--- src/rtl/led_seq_pkg.sv ---
// rtl/led_seq_pkg.sv - shared encodings, seeds and pattern step function for led_seq_ctrl
package led_seq_pkg;

  typedef enum logic [1:0] {
    MODE_UP     = 2'd0,
    MODE_DOWN   = 2'd1,
    MODE_ROT    = 2'd2,
    MODE_BOUNCE = 2'd3
  } mode_e;

  typedef enum logic [1:0] {
    IDLE  = 2'd0,
    RUN   = 2'd1,
    PAUSE = 2'd2
  } state_e;

  typedef enum logic {
    DIR_LEFT  = 1'b0,
    DIR_RIGHT = 1'b1
  } dir_e;

  localparam logic [7:0] SEED_UP     = 8'h00;
  localparam logic [7:0] SEED_DOWN   = 8'hFF;
  localparam logic [7:0] SEED_ROT    = 8'h01;
  localparam logic [7:0] SEED_BOUNCE = 8'h01;

  typedef struct packed {
    logic [7:0] ld;
    dir_e       dir;
  } pat_t;

  function automatic logic [7:0] seed_of(input mode_e m);
    case (m)
      MODE_UP:   return SEED_UP;
      MODE_DOWN: return SEED_DOWN;
      MODE_ROT:  return SEED_ROT;
      default:   return SEED_BOUNCE;
    endcase
  endfunction

  // Bounce turns on the step leaving an end, so each end is shown exactly once.
  function automatic pat_t next_pat(input mode_e m, input logic [7:0] ld, input dir_e dir);
    pat_t r;
    r.ld  = ld;
    r.dir = dir;
    case (m)
      MODE_UP:   r.ld = ld + 8'd1;
      MODE_DOWN: r.ld = ld - 8'd1;
      MODE_ROT:  r.ld = {ld[6:0], ld[7]};
      default: begin
        if (dir == DIR_LEFT) begin
          if (ld == 8'h80) begin
            r.ld  = 8'h40;
            r.dir = DIR_RIGHT;
          end else begin
            r.ld = {ld[6:0], 1'b0};
          end
        end else begin
          if (ld == 8'h01) begin
            r.ld  = 8'h02;
            r.dir = DIR_LEFT;
          end else begin
            r.ld = {1'b0, ld[7:1]};
          end
        end
      end
    endcase
    return r;
  endfunction

endpackage

--- src/rtl/led_seq_ctrl_tick_gen.sv ---
// rtl/led_seq_ctrl_tick_gen.sv - TICK_DIV prescaler producing a one-cycle tick strobe
module tick_gen #(
  parameter int TICK_DIV = 100000000
) (
  input  logic clk,
  input  logic res,
  input  logic en,
  input  logic clr,
  output logic tick
);

  localparam int CW = (TICK_DIV > 1) ? $clog2(TICK_DIV) : 1;
  localparam logic [CW-1:0] LAST = CW'(TICK_DIV - 1);

  logic [CW-1:0] cnt_q;

  assign tick = en && (cnt_q == LAST);

  always_ff @(posedge clk or negedge res) begin
    if (!res) begin
      cnt_q <= '0;
    end else if (clr) begin
      cnt_q <= '0;
    end else if (en) begin
      cnt_q <= tick ? '0 : cnt_q + CW'(1);
    end
  end

endmodule

--- src/rtl/led_seq_ctrl.sv ---
// rtl/led_seq_ctrl.sv - LED pattern sequencer with idle/run/pause control and prescaled stepping
module led_seq_ctrl
  import led_seq_pkg::*;
#(
  parameter int TICK_DIV = 100000000,
  parameter int LD_W     = 8
) (
  input  logic            clk,
  input  logic            res,
  input  logic            start,
  input  logic            stop,
  input  logic            step,
  input  logic            clear,
  input  logic [1:0]      mode,
  output logic [LD_W-1:0] LD,
  output logic            busy,
  output logic            paused,
  output logic            tick
);

  state_e          state_q, state_d;
  mode_e           mode_q, mode_d;
  dir_e            dir_q, dir_d;
  logic [LD_W-1:0] ld_d;
  logic            run_hold;
  pat_t            nxt;

  // Prescaler only counts while RUN is held; leaving RUN (stop/clear) zeroes it.
  assign run_hold = (state_q == RUN) && !clear && !stop;

  tick_gen #(.TICK_DIV(TICK_DIV)) u_tick_gen (
    .clk  (clk),
    .res  (res),
    .en   (run_hold),
    .clr  (!run_hold),
    .tick (tick)
  );

  assign nxt    = next_pat(mode_q, LD, dir_q);
  assign busy   = (state_q != IDLE);
  assign paused = (state_q == PAUSE);

  always_comb begin
    state_d = state_q;
    mode_d  = mode_q;
    dir_d   = dir_q;
    ld_d    = LD;
    if (clear) begin
      state_d = IDLE;
      ld_d    = '0;
    end else begin
      case (state_q)
        IDLE: begin
          if (start) begin
            state_d = RUN;
            mode_d  = mode_e'(mode);
            ld_d    = seed_of(mode_e'(mode));
            dir_d   = DIR_LEFT;
          end
        end
        RUN: begin
          if (stop) begin
            state_d = PAUSE;
          end else if (tick) begin
            ld_d  = nxt.ld;
            dir_d = nxt.dir;
          end
        end
        PAUSE: begin
          if (start) begin
            state_d = RUN;
          end else if (step) begin
            ld_d  = nxt.ld;
            dir_d = nxt.dir;
          end
        end
        default: state_d = IDLE;
      endcase
    end
  end

  always_ff @(posedge clk or negedge res) begin
    if (!res) begin
      state_q <= IDLE;
      mode_q  <= MODE_UP;
      dir_q   <= DIR_LEFT;
      LD      <= '0;
    end else begin
      state_q <= state_d;
      mode_q  <= mode_d;
      dir_q   <= dir_d;
      LD      <= ld_d;
    end
  end

endmodule

--- config.mk ---
export PLATFORM = sky130hd
export DESIGN_NAME = led_seq_ctrl
export DESIGN_NICKNAME = d
export VERILOG_FILES = /design/src/rtl/led_seq_pkg.sv /design/src/rtl/led_seq_ctrl_tick_gen.sv /design/src/rtl/led_seq_ctrl.sv
export SDC_FILE = /design/constraint.sdc
export NUM_CORES = 1
export LEC_CHECK = 0
export ABC_CLOCK_PERIOD_IN_PS = 4420
export CORE_MARGIN = 4
export CORE_UTILIZATION = 50
export DETAILED_ROUTE_END_ITERATION = 10
export PLACE_DENSITY_LB_ADDON = 0.25
export SLEW_MARGIN = 5
export SYNTH_ARGS = -nofsm -noshare
export SYNTH_HDL_FRONTEND = slang
export SYNTH_SLANG_ARGS = --single-unit
--- constraint.sdc ---
create_clock -name clk -period 4.42 [get_ports clk]
set_input_delay 0.884 -clock clk [delete_from_list [all_inputs] [get_ports clk]]
set_output_delay 0.884 -clock clk [all_outputs]
set_load 0.05 [all_outputs]
# Yosys cells after proc, flatten, opt, wreduce, memory -nomap -nowiden

Cells that the tools add are included.

Bits in registers: 40
Bits of input ports: 8
Output and inout port bits: 11
Logic and storage cells: 73

Add/subtract/negate cells: 3
Eq/ne operators: 20
Mux-type cells: 27
Bitwise operators: 1
Reduce and logical (&&, ||, !) cells: 17

Operators by type and width:

| operator                                                              | count |
|---|---|
| 8-bit two-way mux                                                     | 7 |
| 27-bit two-way mux                                                    | 2 |
| 8-bit case mux with 3 select lines                                    | 2 |
| 27-bit by 1-bit adder with 27-bit output, second input constant       | 1 |
| 27-bit equality test, second input constant                           | 1 |
| 8-bit case mux with 2 select lines                                    | 1 |
| 3-bit inequality test, second input constant                          | 5 |
| 9-bit two-way mux                                                     | 1 |
| 8-bit by 1-bit adder with 8-bit output, second input constant         | 1 |
| 8-bit by 1-bit equality test with 1-bit output, second input constant | 1 |
| 8-bit equality test, second input constant                            | 1 |
| 1-bit two-way mux                                                     | 8 |
| 2-bit inequality test, second input constant                          | 4 |
| 8-bit by 1-bit subtractor with 8-bit output, second input constant    | 1 |
| 7-bit two-way mux                                                     | 1 |
| 7-bit AND reduction                                                   | 1 |
| 2-bit by 1-bit equality test with 1-bit output, second input constant | 3 |
| 2-bit zero test                                                       | 3 |
| 2-bit two-way mux                                                     | 3 |
| 6-bit AND reduction                                                   | 1 |
| 2-bit equality test, second input constant                            | 2 |
| 2-bit case mux with 2 select lines                                    | 1 |
| 4-bit nonzero test                                                    | 1 |
| 1-bit logical AND                                                     | 3 |
| 12 further kinds                                                      | 13 |

# Depth between registers and ports, before layout

Gate-level depths: netlist (run 1).

Depth after elaboration: 8
Depth in mapped cells: 9
Depth with buffers taken out: 7

# By module

From an unflattened synthesis (run 1), not the netlist that was laid out.

Cells, all modules: 338
Area total of the unflattened synthesis: 2872.8 sq um

By module, submodules not included:

| module       | instances | cells each | area each (sq um) | sequential area each (sq um) |
|---|---|---|---|---|
| tick_gen     | 1         | 178        | 1609.0            | 675.6 |
| led_seq_ctrl | 1         | 160        | 1263.7            | 325.3 |

# Worst setup path after synthesis (run 1)

Ideal clock, no wire load.

Path type: input -> output
From: input port clear
To: output port tick
Arrival time: 3186 ps
Required time: 3536 ps
Path slack: 350 ps
Cell stages on the path: 3
Buffers on the path: 0
Cells stage by stage: or3b_1 > or4_1 > nor4_1

Cells in the longest elaborated chain, start to end: 4

Ends and longest elaborated chain:

| item                           | line                        | text |
|---|---|---|
| start: declaration             | led_seq_ctrl.sv:13          | `input logic clear,` |
| 1-bit zero test                | led_seq_ctrl.sv:29          | `assign run_hold = (state_q == RUN) && !clear && !stop;` |
| 1-bit logical AND (2 in a row) | led_seq_ctrl.sv:29          |  |
| 1-bit logical AND              | led_seq_ctrl_tick_gen.sv:17 | `assign tick = en && (cnt_q == LAST);` |
| end: declaration               | led_seq_ctrl.sv:18          | `output logic tick` |

No other way between the ends.

# Worst setup path in the final report (run 1)

Same ends and word-level chain as after synthesis.

==> results of run 1 <==
cell usage in the layout, fill, tap and decap left out, types with 2 or more instances in the layout:
master	synthesis	layout
a211o_1	3	3
a211oi_1	3	3
a21oi_1	7	7
a31oi_1	4	4
a41oi_1	3	3
and3_1	2	2
and4_1	3	3
and4b_1	2	2
buf_4	0	2
clkbuf_8	0	5
clkdlybuf4s50_1	0	16
dfrtp_1	40	40
ha_1	8	8
inv_1	17	17
mux2_2	5	5
mux2i_1	2	2
nand2_1	20	20
nand2b_1	7	7
nand3_1	16	16
nand3b_1	4	4
nand4_1	9	9
nor2_1	41	41
nor2b_1	6	6
nor3_1	7	7
nor4_1	10	10
o211ai_1	2	2
o21a_1	3	3
o21ai_0	10	10
o21bai_1	2	2
o22ai_1	3	3
o31a_2	2	2
o31ai_1	4	4
o32ai_1	2	2
or3_1	3	3
or4_1	2	2
xnor2_1	20	20
xor2_1	8	8
worst max-delay path by stage:
stage                      from   end  slack [ns]  cells past startpoint
after floorplan           clear  tick        0.35                      3
after global placement    clear  tick        0.66                      5
after detailed placement   stop  tick        0.65                      5
after CTS                  stop  tick        0.65                      5
after global routing      clear  tick        0.59                      5
final                     clear  tick        0.66                      5
state kept, by name (all words and copies together), names as in the netlist:
name and count:
u_tick_gen.cnt_q 27, state_q 2, LD 8, dir_q 1, mode_q 2
per-stage QoR:
step / power, mW / hold slack [ns] / cells / utilization
6_report: 1.73 / 0.478 / 398 / 0.583
5_1_grt: 1.85 / 0.558 / 398 / 0.583
4_1_cts: 1.72 / 0.483 / 398 / 0.583
3_5_place_dp: 1.49 / 0.474 / 391 / 0.568
3_3_place_gp: 1.48 / 0.471 / 391 / 0.568
2_1_floorplan: 1.26 / 0.446 / 318 / -
area by class of cell:
cell class | count | area share
Tap cell | 70 | 0.0287
Clock buffer | 6 | 0.0238
Multi-Input combinational cell | 244 | 0.532
Clock inverter | 1 | 0.00164
Sequential cell | 40 | 0.328
Inverter | 17 | 0.0209
Timing Repair Buffer | 20 | 0.0656
worst max-delay path: cells and delay by family:
kind / cells / cell delay, ns
and+or+nand+nor: 3 / 1.36
buffers and inverters: 2 / 0.63
where the power goes:
part | total, mW | leakage, nW | internal, mW | switching (mW)
Sequential | 0.595 | 0.549 | 0.414 | 0.181
Combinational | 0.906 | 0.518 | 0.375 | 0.531
Clock | 0.226 | 0.0410 | 0.107 | 0.118
Total | 1.73 | 1.11 | 0.897 | 0.831
cell families after synthesis:
logic type / after synthesis / share of synthesized area
multiplexers: 7 / 0.0277
adder cells (fa/ha/maj): 8 / 0.0363
buffers and inverters: 34 / 0.0477
AND/OR/NAND/NOR: 139 / 0.265
XOR/XNOR: 28 / 0.0890
AO/OA/AOI/OAI: 62 / 0.171
flip-flops: 40 / 0.363
routing by layer:
| layer | part of all wire | wire length [um] | up-vias |
|---|---|---|---|
| met2 | 0.44 | 2730 | 56 |
| met5 | 0 | 0 | - |
| met1 | 0.52 | 3210 | 1161 |
| met4 | 0.0058 | 36 | 0 |
| met3 | 0.037 | 231 | 7 |
| li1 | - | - | 1173 |
==> out/summary.txt, run 1 <==
Worst r2r src - state_q[1]$_DFFE_PN0P_
Met1 Usage GRT - 0.324
WP data required - 3.54 ns
Critical Path Fanout Max - 4
Global Route Usage Sum - 0.205
H-tree levels - 2
YS warnings - 0
Fillcell total - 479
Max incr delay on CP - 0.51 ns
Global-route wire length before repair - 10.9 mm
Slowest CP cell - nor4_1
GR Util met2 - 0.295
Worst vdd ir - 0.491 mV
Area delta synth->final - 10.8%
Most used DFF post-synth - dfrtp_1
Crit path cell chain - clkdlybuf4s50_1, or3b_1, or4_1, nor4_1, buf_12
Period Utilization, post-route - 0.850
EDFF count, synth - 0
DR pass1 iterations - 4
Worst setup margin - 0.664 ns
Layout cells sized above 1 - 0.0640
Synth top area share - 0.363
Nets - 344
Slew at the pin closest to its max-slew limit - 0.987 ns
Crit end category - primary output
RD Place Congestion - 0.898
Clock Sinks - 40
Remaining antenna violation count - 0
Later-pin clock latency in the skew report - 0.28 ns
RSZ-0062 raised after global routing - no
Fmax - 266 MHz
Pwr dens - 566 mW/mm^2
Die extent in y - 82.2 um
Vias - 2397
Met3 Track Usage GR - 0.0304
Diodes inserted - 0
Post-layout min period - 3.76 ns
CTS tree - yes
# IOs - 19
WHS Endpoint - u_tick_gen.cnt_q[0]$_DFF_PN0_
DIE AREA - 0.00676 mm^2
Critical path arrival - 2.87 ns
Cts hold-fix bufs - 0
Hold path startpoint - u_tick_gen.cnt_q[0]$_DFF_PN0_
Synth top area cells - dfrtp_1 (36%), xnor2_1 (6.4%), nor2_1 (5.6%)
Hold Crit Class - flip-flop to flip-flop
Overflow after GRT - 0
DR DRC count - 0
Drt total wl - 6.21 mm
Antenna violations before repair - 0
Area of the multi-input gates - 0.00162 mm^2
FF-to-FF End - u_tick_gen.cnt_q[9]$_DFF_PN0_
Syn nets - 334
Setup Skew - 0.00351 ns
Gr busiest metal - met1
Average size of a mapped cell - 8.66 um^2
DP Worst Slack - 0.645 ns
Critical path startpoint category - input port
Initial DRC count - 204
Post-synth top area cell - dfrtp_1
Register Area - 0.00100 mm^2
Die W - 82.2 um
Crit path kind - input port to primary output
Status - finished clean
Seq cells post-synth - 40
Largest net degree at the start of global routing - 41
FF-to-FF setup slack - 1.34 ns
Wirelength per Cell - 15.6 um
Top post-synthesis cells by count - nor2_1 (41), dfrtp_1 (40), nand2_1 (20), xnor2_1 (20), inv_1 (17)
Final Hold Viols - 0
Hold path depth - 1
LEAKAGE - 1.11 nW
Root Buffer - clkbuf_8
Design area - 0.00305 mm^2
Longest Clk Path Bufs - 2
Vias per Instance - 6.02
Slew headroom - 0.336
Setup TNS - 0 ns
Top-count cell post-synth - nor2_1
Async SR Flop Fraction - 1.00
Port bufs - 18
Post-CTS setup buffers - 0
Inserted Clock Buffers - 5
Synth Cell Area - 0.00276 mm^2
Max_cap viols - 0
HPWL after DPL - 4.39 mm
Clock slew at reported path FFs - 0.07 ns
Final setup fails - 0
Count of final max-slew check failures - 0
Cell count after synthesis - 318
Distinct cell type count after synthesis - 57
Post-CTS resize count - 0
Initial Utilization - 0.526
Register area share after synthesis - 0.363
Vias in the first global route - 2248
Area post-placement - 0.00298 mm^2
Row Count - 26
CORE AREA - 0.00524 mm^2
Reg2reg path depth - 8
Power figures use the tool's default switching activity.
==> run 2: changes to the inputs <==
--- a/config.mk
+++ b/config.mk
@@ -5,7 +5,7 @@
 export SDC_FILE = /design/constraint.sdc
 export NUM_CORES = 1
 export LEC_CHECK = 0
-export ABC_CLOCK_PERIOD_IN_PS = 4420
+export ABC_CLOCK_PERIOD_IN_PS = 3300
 export CORE_MARGIN = 4
 export CORE_UTILIZATION = 50
 export DETAILED_ROUTE_END_ITERATION = 10
==> constraint.sdc (replaced) <==
create_clock -name clk -period 3.3 [get_ports clk]
set_input_delay 0.66 -clock clk [delete_from_list [all_inputs] [get_ports clk]]
set_output_delay 0.66 -clock clk [all_outputs]
set_load 0.05 [all_outputs]
==> run 2 against run 1 <==
  * Routed wire length grew 0.74%
  * Critical path type is now flip-flop to primary output
  * Sequential share of layout area shrank 1.1 points
  * Clock power grew 110%
  * Utilization grew 2.1 points
  * Global-route usage shrank 0.24 points
  * Largest power group unchanged
  * Clock skew grew 0.0039 ns
==> out/summary.txt, run 2 (same netlist as run 1, synthesis figures left out) <==
Status - finished clean
Final setup fails - 0 (unchanged)
Diodes inserted - 0 (unchanged)
Worst r2r src - state_q[1]$_DFFE_PN0P_
WP data required - 2.64 ns (-0.90 ns)
Initial Utilization - 0.526 (unchanged)
Pwr dens - 800 mW/mm^2 (+41%)
Layout cells sized above 1 - 0.0813 (+0.0173)
Area delta synth->final - 14.8%
LEAKAGE - 1.17 nW (+5.9%)
Root Buffer - clkbuf_8
RD Place Congestion - 0.886 (-1.3%)
Longest Clk Path Bufs - 2 (unchanged)
Slew headroom - 0.386 (+0.0503)
Critical path startpoint category - flip-flop
CORE AREA - 0.00524 mm^2 (unchanged)
Remaining antenna violation count - 0 (unchanged)
Reg2reg path depth - 7 (-1)
CP startpoint - state_q[1]$_DFFE_PN0P_
Vias - 2407 (+0.42%)
FF-to-FF End - LD[5]$_DFFE_PN0P_
Hold path startpoint - u_tick_gen.cnt_q[0]$_DFF_PN0_
Most frequent cells in the layout - nor2_1 (41), dfrtp_1 (40), nand2_1 (20), xnor2_1 (20), inv_1 (17)
Crit end category - primary output
Drt total wl - 6.26 mm (+0.74%)
RSZ-0062 raised after global routing - no
Period Utilization, post-route - 0.955
Later-pin clock latency in the skew report - 0.30 ns (+0.02 ns)
Hold Crit Class - flip-flop to flip-flop
Slew at the pin closest to its max-slew limit - 0.921 ns (-0.0663 ns)
Overflow after GRT - 0 (unchanged)
WHS Endpoint - u_tick_gen.cnt_q[0]$_DFF_PN0_
Core Util, Final - 0.604 (+0.0208)
Hold path depth - 1 (unchanged)
DIE AREA - 0.00676 mm^2 (unchanged)
Commonest non-fill, non-tap cell in the layout - nor2_1
Worst vdd ir - 0.716 mV (+46%)
Inserted Clock Buffers - 5 (unchanged)
Antenna violations before repair - 0 (unchanged)
Top Registers - u_tick_gen.cnt_q: 27 flops, LD: 8 flops
HPWL after DPL - 4.36 mm (-0.70%)
Max FFs per register - 27 (unchanged)
Crit path kind - flip-flop to primary output
Post-layout min period - 3.15 ns
Fillcell total - 464 (-3.1%)
Cts hold-fix bufs - 0 (unchanged)
Setup Skew - 0.00741 ns (+0.00391 ns)
Die W - 82.2 um (unchanged)
DR pass1 iterations - 4 (unchanged)
Critical Path Fanout Max - 6 (+2)
Vias per Instance - 5.99 (-0.58%)
Wirelength per Cell - 15.6 um (-0.26%)
Clock slew at reported path FFs - 0.08 ns (about the same)
Row Count - 26 (unchanged)
Global-route wire length before repair - 10.8 mm (-1.0%)
Fmax - 317 MHz
Post-CTS resize count - 0 (unchanged)
Nets - 348 (+1.2%)
Final Hold Viols - 0 (unchanged)
DR DRC count - 0 (unchanged)
FF-to-FF setup slack - 0.52 ns (-0.82 ns)
Vias in the first global route - 2154 (-4.2%)
# IOs - 19 (unchanged)
Max_cap viols - 0 (unchanged)
CTS tree - yes
Die extent in y - 82.2 um (unchanged)
Setup TNS - 0 ns (unchanged)
Critical path arrival - 2.49 ns (-0.38 ns)
Global Route Usage Sum - 0.202 (-0.00244)
Post-CTS setup buffers - 0 (unchanged)
Largest net degree at the start of global routing - 41 (unchanged)
Biggest register - u_tick_gen.cnt_q
H-tree levels - 2 (unchanged)
Count of final max-slew check failures - 0 (unchanged)
Initial DRC count - 285 (+40%)
Clock Sinks - 40 (unchanged)
Port bufs - 18 (unchanged)
run 2: cell count changes in the layout (fill, tap and decap cells not counted):
cell       delta
buf_4         +3
bufinv_16     +2
buf_12        +1
clkbuf_1      -1
clkinv_2      -1
nor4_1        -1
nor4_4        +1
run 2: cell type report:
class	instances	area [um^2]	area share
clock buffers	5	68.8	0.0218
clock inverters	2	60.1	0.0190
inverters	17	63.8	0.0202
multi-input cells	244	1640	0.518
flip-flops and latches	40	1000	0.317
well taps	70	87.6	0.0277
repair buffers	24	243	0.0768
run 2: metal layers:
layer,part of all wire,wire length (um),global-route usage
met1,0.51,3210,0.322
met2,0.44,2740,0.280
met3,0.041,258,0.0325
met4,0.0074,46,0.0532
met5,0,0,0
run 2: how the worst max path moves through the flow:
stage                                           to  slack (ns)  depth (start not counted)
floorplan           u_tick_gen.cnt_q[18]$_DFF_PN0_        0.17                          9
global placement                              tick        0.18                          5
detailed placement                            tick        0.16                          5
CTS                                           tick        0.09                          6
global route                                  tick        0.04                          6
finish                                        tick        0.15                          6
run 2: worst max-delay path: stages, from the launching register on:
cell and delay [ns]:
dfrtp_1 0.42, inv_1 0.10, ha_1 0.30, or3b_1 0.45
or4_1 0.48, nor4_4 0.25, buf_12 0.18
run 2: report_power, final:
part	total [mW]	switching, mW	leakage (nW)	internal, mW
clock	0.473	0.176	0.0642	0.298
combinational	1.29	0.748	0.560	0.541
sequential	0.767	0.212	0.549	0.555
run 2: stage by stage:
step	hold WS, ns	worst slack [ns]	power (mW)	std cells	area [um^2]
2_1_floorplan	0.364	0.166	1.68	318	2760
3_3_place_gp	0.469	0.176	2.03	395	3020
3_5_place_dp	0.474	0.158	2.05	395	3020
4_1_cts	0.483	0.0918	2.52	402	3150
5_1_grt	0.523	0.0422	2.69	402	3160
6_report	0.475	0.149	2.53	402	3160
